File: config.mk
export PLATFORM = sky130hd
export DESIGN_NAME = simple_ram
export DESIGN_NICKNAME = d
export VERILOG_FILES = /design/src/rtl/simple_ram.sv
export SDC_FILE = /design/constraint.sdc
export NUM_CORES = 1
export LEC_CHECK = 0
export ABC_AREA = 1
export BUFFER_PORTS_ARGS = -buffer_cell sky130_fd_sc_hd__clkbuf_2
export CELL_PAD_IN_SITES_DETAIL_PLACEMENT = 0
export CELL_PAD_IN_SITES_GLOBAL_PLACEMENT = 1
export CORE_MARGIN = 8
export CORE_UTILIZATION = 51
export CTS_CLUSTER_DIAMETER = 50
export DETAILED_ROUTE_END_ITERATION = 6
export GPL_TIMING_DRIVEN = 0
export PLACE_DENSITY_LB_ADDON = 0.15
export SLEW_MARGIN = 20
export SYNTH_ARGS = -nofsm -noshare
export SYNTH_HDL_FRONTEND = slang
export SYNTH_SLANG_ARGS = --single-unit
export TNS_END_PERCENT = 20
File: constraint.sdc
create_clock -name clk -period 3.62 [get_ports clk]
set_clock_uncertainty 0.2 [all_clocks]
set_input_delay 0.905 -clock clk [delete_from_list [all_inputs] [get_ports clk]]
set_output_delay 0.905 -clock clk [all_outputs]
set_load 0.02 [all_outputs]
File: src/rtl/simple_ram.sv
// Simple dual-port RAM: registered write port, combinational read port.
// Define SIMPLE_RAM_WRITE_BYPASS_EN for write-first forwarding onto q.
module simple_ram #(
  parameter int width   = 8,
  parameter int widthad = 4
) (
  input  logic               clk,
  input  logic [widthad-1:0] wraddress,
  input  logic               wren,
  input  logic [width-1:0]   data,
  input  logic [widthad-1:0] rdaddress,
  output logic [width-1:0]   q,
  input  logic               rst
);

  localparam int depth = 2 ** widthad;

  logic [width-1:0] mem [0:depth-1] = '{default: '0};

  // Reset wipes every word and wins over a same-cycle write.
  always_ff @(posedge clk) begin
    if (rst) begin
      for (int i = 0; i < depth; i++) begin
        mem[i] <= '0;
      end
    end else if (wren) begin
      mem[wraddress] <= data;
    end
  end

`ifdef SIMPLE_RAM_WRITE_BYPASS_EN
  logic w_hit;

  assign w_hit = wren && !rst &&
                 (wraddress == rdaddress);
  assign q     = w_hit ? data : mem[rdaddress];
`else
  assign q = mem[rdaddress];
`endif

endmodule

==> out/results.txt, run 1 <==
Gate Count Post-Synth -> 708
CP Buf/Inv Count -> 4
crit-path max FO -> 10
core area -> 11960 um^2
Vias -> 4933
Inserted Clock Buffers -> 17
ANT cells -> 0
num ports -> 27
Row Count -> 40
setup bufs post-CTS -> 0
post-route cell area -> 7143 um^2
CTS root buffer -> clkbuf_16
Yosys top cell by area -> edfxtp_1
Routed WL -> 17.39 mm
CP endpoint -> q[1]
Final Max Slew Viols -> 0
IO Port Bufs -> 23
Synth area leaders -> edfxtp_1 (62%), nand2_1 (11%), nor2_1 (7.9%)
post-route ant nets -> 0
chip height -> 126.7 um
Die W -> 126.7 um
most common cell after layout, fill and taps aside -> nand2_1
layout cells sized above 1 -> 11.93%
Filler Cells Inserted -> 1044
cell mode on critical path -> nand3_1
critical-path cell with the highest stage delay -> clkbuf_1
placed inst area -> 6544 um^2
vias per inst -> 5.421
Starting Density -> 52.21%
min-delay worst type -> in -> reg
Slew HR -> 39.54%
crit start category -> input port
post-synth cell types -> 11
DP Wirelength -> 12.26 mm
setup TNS -> 0 ns
global-route usage over all layers -> 22.82%
commonest non-fill, non-tap cells in the layout -> nand2_1 (186), nor2_1 (131), edfxtp_1 (128)
min Tclk post-route -> 3.488 ns
RSZ-0062 raised after global routing -> false
first-pass GRT wire length -> 26.84 mm
Synth-to-Final Area Change -> 14.39%
WL per Instance -> 19.11 um
slowest cell delay on critical path -> 0.40 ns
Placer Congestion -> 0.9184
synthesized cell area -> 6245 um^2
GRT overflow -> 0
outcome -> complete, no violations
drt first pass iters -> 5
die area -> 16040 um^2
sequential-to-total area share from yosys stat -> 61.55%
CP startpoint -> rdaddress[0]
TritonCTS clock tree -> yes
Largest regs -> mem (128)
cell family with most CP delay -> buffers and inverters
residual DRC count -> 0
CP Depth -> 9
Final setup viols -> 0
DR iter-0 viols -> 462
largest reg by FF count -> mem
Seq cells post-synth -> 128
Max H-tree Level -> 4
actual slew at the worst max-slew pin -> 0.9069 ns
CP Data Required Time -> 2.51 ns
final net count -> 769
CTS Sinks -> 128
max frequency -> 0.2867 GHz
Post-Syn Nets -> 727
initial antenna violation count -> 0
Yosys top cell area share -> 61.55%
leak pwr -> 0.003292 uW
Worst VDD drop -> 0.3333 mV
Max Cap Viol -> 0
Arrival @ worst endpoint -> 2.38 ns
number of global-route vias before repair -> 4869
Worst-path clk slew -> 0.05 ns
Power Dens Cells -> 530.7 nW/um^2
Final Hold Vio Count -> 0
hold depth -> 3
YS warnings -> 0
crit-path cells -> clkbuf_2 -> inv_2 -> clkbuf_1 -> nand2_1 -> nand3_1 -> nand3_1 -> nand3_1 -> nand2_1 -> clkbuf_2
period utilization -> 96.34%
syn_area_per_cell -> 8.820 um^2
Final WS setup -> 0.1324 ns
crit end category -> primary output
Clock Path Buffers -> 2
Place WS -> 0.09026 ns
largest net degree at the start of global routing -> 17
critical path class -> in -> out
max reg flops -> 128
Yosys cell counts (all sizes together):
library cell and instances:
nor3 4, edfxtp 128, nor2 131, nand2 202, buf 13, inv 114, nand3 96, clkbuf 20
final cells by class:
cell class	instances	area (um^2)	share of cell area, %
Inverter	114	427.9	5.991
Multi-Input combinational cell	433	1836	25.70
Buffer	33	143.9	2.014
Tap cell	147	183.9	2.575
Sequential cell	128	3844	53.81
Clock buffer	17	425.4	5.956
Clock inverter	15	167.7	2.347
Timing Repair Buffer	23	115.1	1.611
cells by family after synthesis:
| group | share of synthesized area (%) |
|---|---|
| buffers and inverters | 9.056 |
| flip-flops | 61.55 |
| AND/OR/NAND/NOR | 29.39 |
per-stage QoR:
stage | hold slack (ns) | power (uW) | std cells | util, %
after floorplan | 0.9812 | 1975 | 708 | -
after global placement | 1.137 | 2100 | 878 | 54.71
after detailed placement | 1.131 | 2108 | 878 | 54.71
after CTS | 0.7105 | 3787 | 910 | 59.67
after global routing | 0.7294 | 3906 | 910 | 59.72
final | 0.7141 | 3791 | 910 | 59.72
worst min path at each step:
| stage | to | start |
|---|---|---|
| after CTS | mem[6][6] | data[6] |
| after global routing | mem[10][6] | data[6] |
| after detailed placement | mem[10][6] | data[6] |
| final | mem[10][6] | data[6] |
| after floorplan | mem[0][7] | data[7] |
| after global placement | mem[5][6] | data[6] |
power by group:
group / switching, uW / internal [uW]
clock: 632 / 1080
sequential: 23.9 / 1710
combinational: 259 / 85.7
per-layer routing:
layer	wire, um	GRT usage (%)
met3	1276	4.818
met4	487	9.727
met2	8650	37.77
met1	6979	28.48
met5	0	0
repair_timing:
action | 4_1_cts | 5_1_grt
hold buffers | 0 | 0
gates resized for setup | 0 | 10
setup endpoints to repair | 0 | 6
endpoints found under the hold margin | 0 | 0
Power figures use the tool's default switching activity.
==> run 2: changes to the inputs <==
--- a/config.mk
+++ b/config.mk
@@ -13,7 +13,6 @@
 export CORE_UTILIZATION = 51
 export CTS_CLUSTER_DIAMETER = 50
 export DETAILED_ROUTE_END_ITERATION = 6
-export GPL_TIMING_DRIVEN = 0
 export PLACE_DENSITY_LB_ADDON = 0.15
 export SLEW_MARGIN = 20
 export SYNTH_ARGS = -nofsm -noshare
==> run 2 against run 1 <==
Against the previous run:
- design area is 0.75% higher
- count of clock-buffer cells in the layout is 1 higher
- utilization is 0.45 points higher
- critical path type unchanged
- largest cell class unchanged
- largest power group is now clock
==> out/results.txt, run 2 (synthesis results as in run 1) <==
DP Wirelength -> 10.07 mm
drt first pass iters -> 5
DR iter-0 viols -> 451
Routed WL -> 15.58 mm
Final Max Slew Viols -> 0
IO Port Bufs -> 26
Slew HR -> 48.90%
DP Cell Count -> 857
die area -> 16040 um^2
residual DRC count -> 0
critical path class -> in -> out
max reg flops -> 128
max frequency -> 0.3022 GHz
CTS Sinks -> 128
layout cells sized above 1 -> 11.34%
Final setup viols -> 0
vias per inst -> 5.250
largest reg by FF count -> mem
commonest non-fill, non-tap cells in the layout -> nand2_1 (186), nor2_1 (131), edfxtp_1 (128)
CTS root buffer -> clkbuf_16
core area -> 11960 um^2
ANT cells -> 0
post-route insts no fill -> 888
Die W -> 126.7 um
PostCTS Resize Cnt -> 0
setup bufs post-CTS -> 0
Placer Congestion -> 0.8579
crit start category -> input port
initial antenna violation count -> 0
period utilization -> 91.41%
largest net degree at the start of global routing -> 65
actual slew at the worst max-slew pin -> 0.7657 ns
min-delay worst type -> in -> reg
setup TNS -> 0 ns
CP Data Required Time -> 2.51 ns
Filler Cells Inserted -> 1039
TritonCTS clock tree -> yes
Synth-to-Final Area Change -> 15.25%
Power Dens Cells -> 558.9 nW/um^2
chip height -> 126.7 um
WL per Instance -> 17.55 um
most common cell after layout, fill and taps aside -> nand2_1
Clock Path Buffers -> 2
RSZ-0062 raised after global routing -> false
Core Util, Final -> 60.17%
Worst-path clk slew -> 0.05 ns
final net count -> 748
Vias -> 4662
Row Count -> 40
Final Hold Vio Count -> 0
hold_buf cts -> 0
num ports -> 27
number of global-route vias before repair -> 4626
global-route usage over all layers -> 20.12%
first-pass GRT wire length -> 24.39 mm
Max H-tree Level -> 4
min Tclk post-route -> 3.309 ns
outcome -> complete, no violations
crit end category -> primary output
Arrival @ worst endpoint -> 2.20 ns
GRT overflow -> 0
Largest regs -> mem (128)
leak pwr -> 0.003319 uW
crit-path max FO -> 30
Worst VDD drop -> 0.2866 mV
Inserted Clock Buffers -> 17
post-route ant nets -> 0
Max Cap Viol -> 0
Starting Density -> 52.21%
run 2: cell type report:
cell class | count | area, um^2 | share of cell area [%]
clock buffers | 18 | 429.2 | 5.963
well taps | 147 | 183.9 | 2.556
flip-flops and latches | 128 | 3844 | 53.41
repair buffers | 35 | 235.2 | 3.268
multi-input cells | 433 | 1836 | 25.50
inverters | 114 | 427.9 | 5.946
clock inverters | 13 | 241.5 | 3.355
run 2: stage by stage:
stage          total power [uW]  hold WS [ns]  worst slack, ns  instance area (um^2)
6_report                   4022        0.9103           0.3109                  7197
5_1_grt                    4129        0.9406           0.1866                  7197
4_1_cts                    4030        0.9004           0.3382                  7197
3_5_place_dp               2094         1.334           0.3452                  6526
3_3_place_gp               2089         1.326           0.3455                  6526
2_1_floorplan              1975        0.9812           0.7408                  6245
run 2: where the power goes:
group          internal, uW  leakage [uW]  switching, uW  total, uW
combinational          88.1       0.00178            239        327
sequential             1710       0.00122           22.2       1740
clock                  1350      0.000319            611       1960
total                  3150       0.00332            872       4020
run 2: per-layer routing:
layer,track usage [%],vias to the layer above,share of wire [%]
met5,0,-,0
met4,8.188,0,2.0
met3,3.519,19,5.5
met2,35.91,155,53
met1,23.48,2220,40
li1,-,2268,-
run 2: critical path, stage by stage:
cell and delay [ns]:
clkbuf_2 0.12, inv_2 0.16, buf_12 0.20, nand2_1 0.07, nand2_1 0.06, nand2_1 0.07, nand3_1 0.11, nand3_1 0.19
nand2_1 0.13, clkbuf_2 0.18
run 2: final timing paths:
check                    start        end  slack (ns)  cells after the start
setup / recovery  rdaddress[0]       q[0]        0.31                     10
hold / removal    wraddress[3]  mem[6][4]        0.91                      4
==> run 3: changes to the inputs <==
--- a/config.mk
+++ b/config.mk
@@ -9,7 +9,6 @@
 export BUFFER_PORTS_ARGS = -buffer_cell sky130_fd_sc_hd__clkbuf_2
 export CELL_PAD_IN_SITES_DETAIL_PLACEMENT = 0
 export CELL_PAD_IN_SITES_GLOBAL_PLACEMENT = 1
-export CORE_MARGIN = 8
 export CORE_UTILIZATION = 51
 export CTS_CLUSTER_DIAMETER = 50
 export DETAILED_ROUTE_END_ITERATION = 6
==> run 3 against run 2 <==
Against the previous run:
- cell count fell by 0.23%
- combinational power barely moved
- count of clock-buffer cells in the layout rose by 2
- non-clock buffer count fell by 1
- via count rose by 1.3%
- sequential power barely moved
- sequential share of layout area rose by 1.4 points
- design area fell by 2.5%
- critical path depth fell by 2
- critical endpoint unchanged
==> out/results.txt, run 3 (synthesis results as in run 1) <==
global-route usage over all layers -> 27.25%
ANT cells -> 0
initial antenna violation count -> 0
final net count -> 747
IO Port Bufs -> 26
WL per Instance -> 17.84 um
CTS Sinks -> 128
layout cells sized above 1 -> 10.69%
Vias -> 4724
Starting Density -> 52.21%
Max H-tree Level -> 4
Final WS setup -> 0.2737 ns
max reg flops -> 128
crit-path max FO -> 32
placed inst area -> 6506 um^2
number of global-route vias before repair -> 4572
Inserted Clock Buffers -> 17
Largest regs -> mem (128)
largest net degree at the start of global routing -> 65
Clock Path Buffers -> 2
period utilization -> 92.44%
Filler Cells Inserted -> 1112
Arrival @ worst endpoint -> 2.24 ns
vias per inst -> 5.332
residual DRC count -> 0
crit start category -> input port
crit end category -> primary output
num ports -> 27
setup bufs post-CTS -> 0
Row Count -> 40
Worst VDD drop -> 0.3258 mV
outcome -> complete, no violations
min-delay worst type -> in -> reg
hold_ws -> 0.9134 ns
Synth-to-Final Area Change -> 12.34%
Placer Congestion -> 0.8633
RSZ-0062 raised after global routing -> false
chip height -> 112.7 um
core area -> 11960 um^2
largest reg by FF count -> mem
CP startpoint -> rdaddress[1]
Final Max Slew Viols -> 0
CP Data Required Time -> 2.51 ns
commonest non-fill, non-tap cells in the layout -> nand2_1 (186), nor2_1 (131), edfxtp_1 (128)
DR iter-0 viols -> 412
CP endpoint -> q[0]
post-route cell area -> 7015 um^2
actual slew at the worst max-slew pin -> 0.7542 ns
critical path class -> in -> out
die area -> 12690 um^2
TritonCTS clock tree -> yes
Slew HR -> 49.66%
post-route insts no fill -> 886
setup TNS -> 0 ns
Worst-path clk slew -> 0.05 ns
PostCTS Resize Cnt -> 0
leak pwr -> 0.003241 uW
min Tclk post-route -> 3.346 ns
GRT overflow -> 0
first-pass GRT wire length -> 24.92 mm
most common cell after layout, fill and taps aside -> nand2_1
post-route ant nets -> 0
CTS root buffer -> clkbuf_16
Max Cap Viol -> 0
DP Cell Count -> 856
max frequency -> 0.2988 GHz
hold_buf cts -> 0
Routed WL -> 15.81 mm
Power Dens Cells -> 508.8 nW/um^2
drt first pass iters -> 5
Final setup viols -> 0
Final Hold Vio Count -> 0
Die W -> 112.7 um
DP Wirelength -> 10.23 mm
Place WS -> 0.3161 ns
[run 3: how the worst min path moves through the flow]
stage,endpoint,slack (ns),start,cells after the start
finish,mem[0][6],0.91,wraddress[3],4
global route,mem[0][4],0.94,wraddress[2],4
CTS,mem[4][1],0.90,wraddress[3],4
detailed placement,mem[0][6],1.35,wraddress[3],4
global placement,mem[1][7],1.34,wraddress[2],4
floorplan,mem[0][7],0.98,data[7],2
[run 3: power by group]
part	switching, uW	leakage, uW	internal (uW)
Clock	586	0.000249	918
Combinational	242	0.00177	85.9
Sequential	23.0	0.00122	1720
[run 3: area by class of cell]
cell class                      count  area [um^2]  area share (%)
Clock buffer                       20        436.7           6.224
Clock inverter                     10        72.57           1.034
Inverter                          114        427.9           6.100
Multi-Input combinational cell    433         1836           26.16
Sequential cell                   128         3844           54.79
Tap cell                          147        183.9           2.622
Timing Repair Buffer               34        215.2           3.068
[run 3: routing by layer]
layer	up-vias	track usage, %	wire length (um)
met5	-	0	0
met4	0	13.33	493
met3	34	5.238	808
met2	146	44.81	7942
met1	2281	34.76	6566
li1	2263	-	-
[run 3: critical path, cell delays in order]
cell and delay, ns:
clkbuf_2 0.16, inv_1 0.08, buf_4 0.34, nand3_1 0.13, nand3_1 0.11, nand3_1 0.17
nand2_1 0.14, clkbuf_2 0.18
[run 3: through the flow]
stage,total power (uW),util [%]
after floorplan,1975,-
after global placement,2094,54.39
after detailed placement,2096,54.39
after CTS,3580,58.65
after global routing,3679,58.65
final,3570,58.65
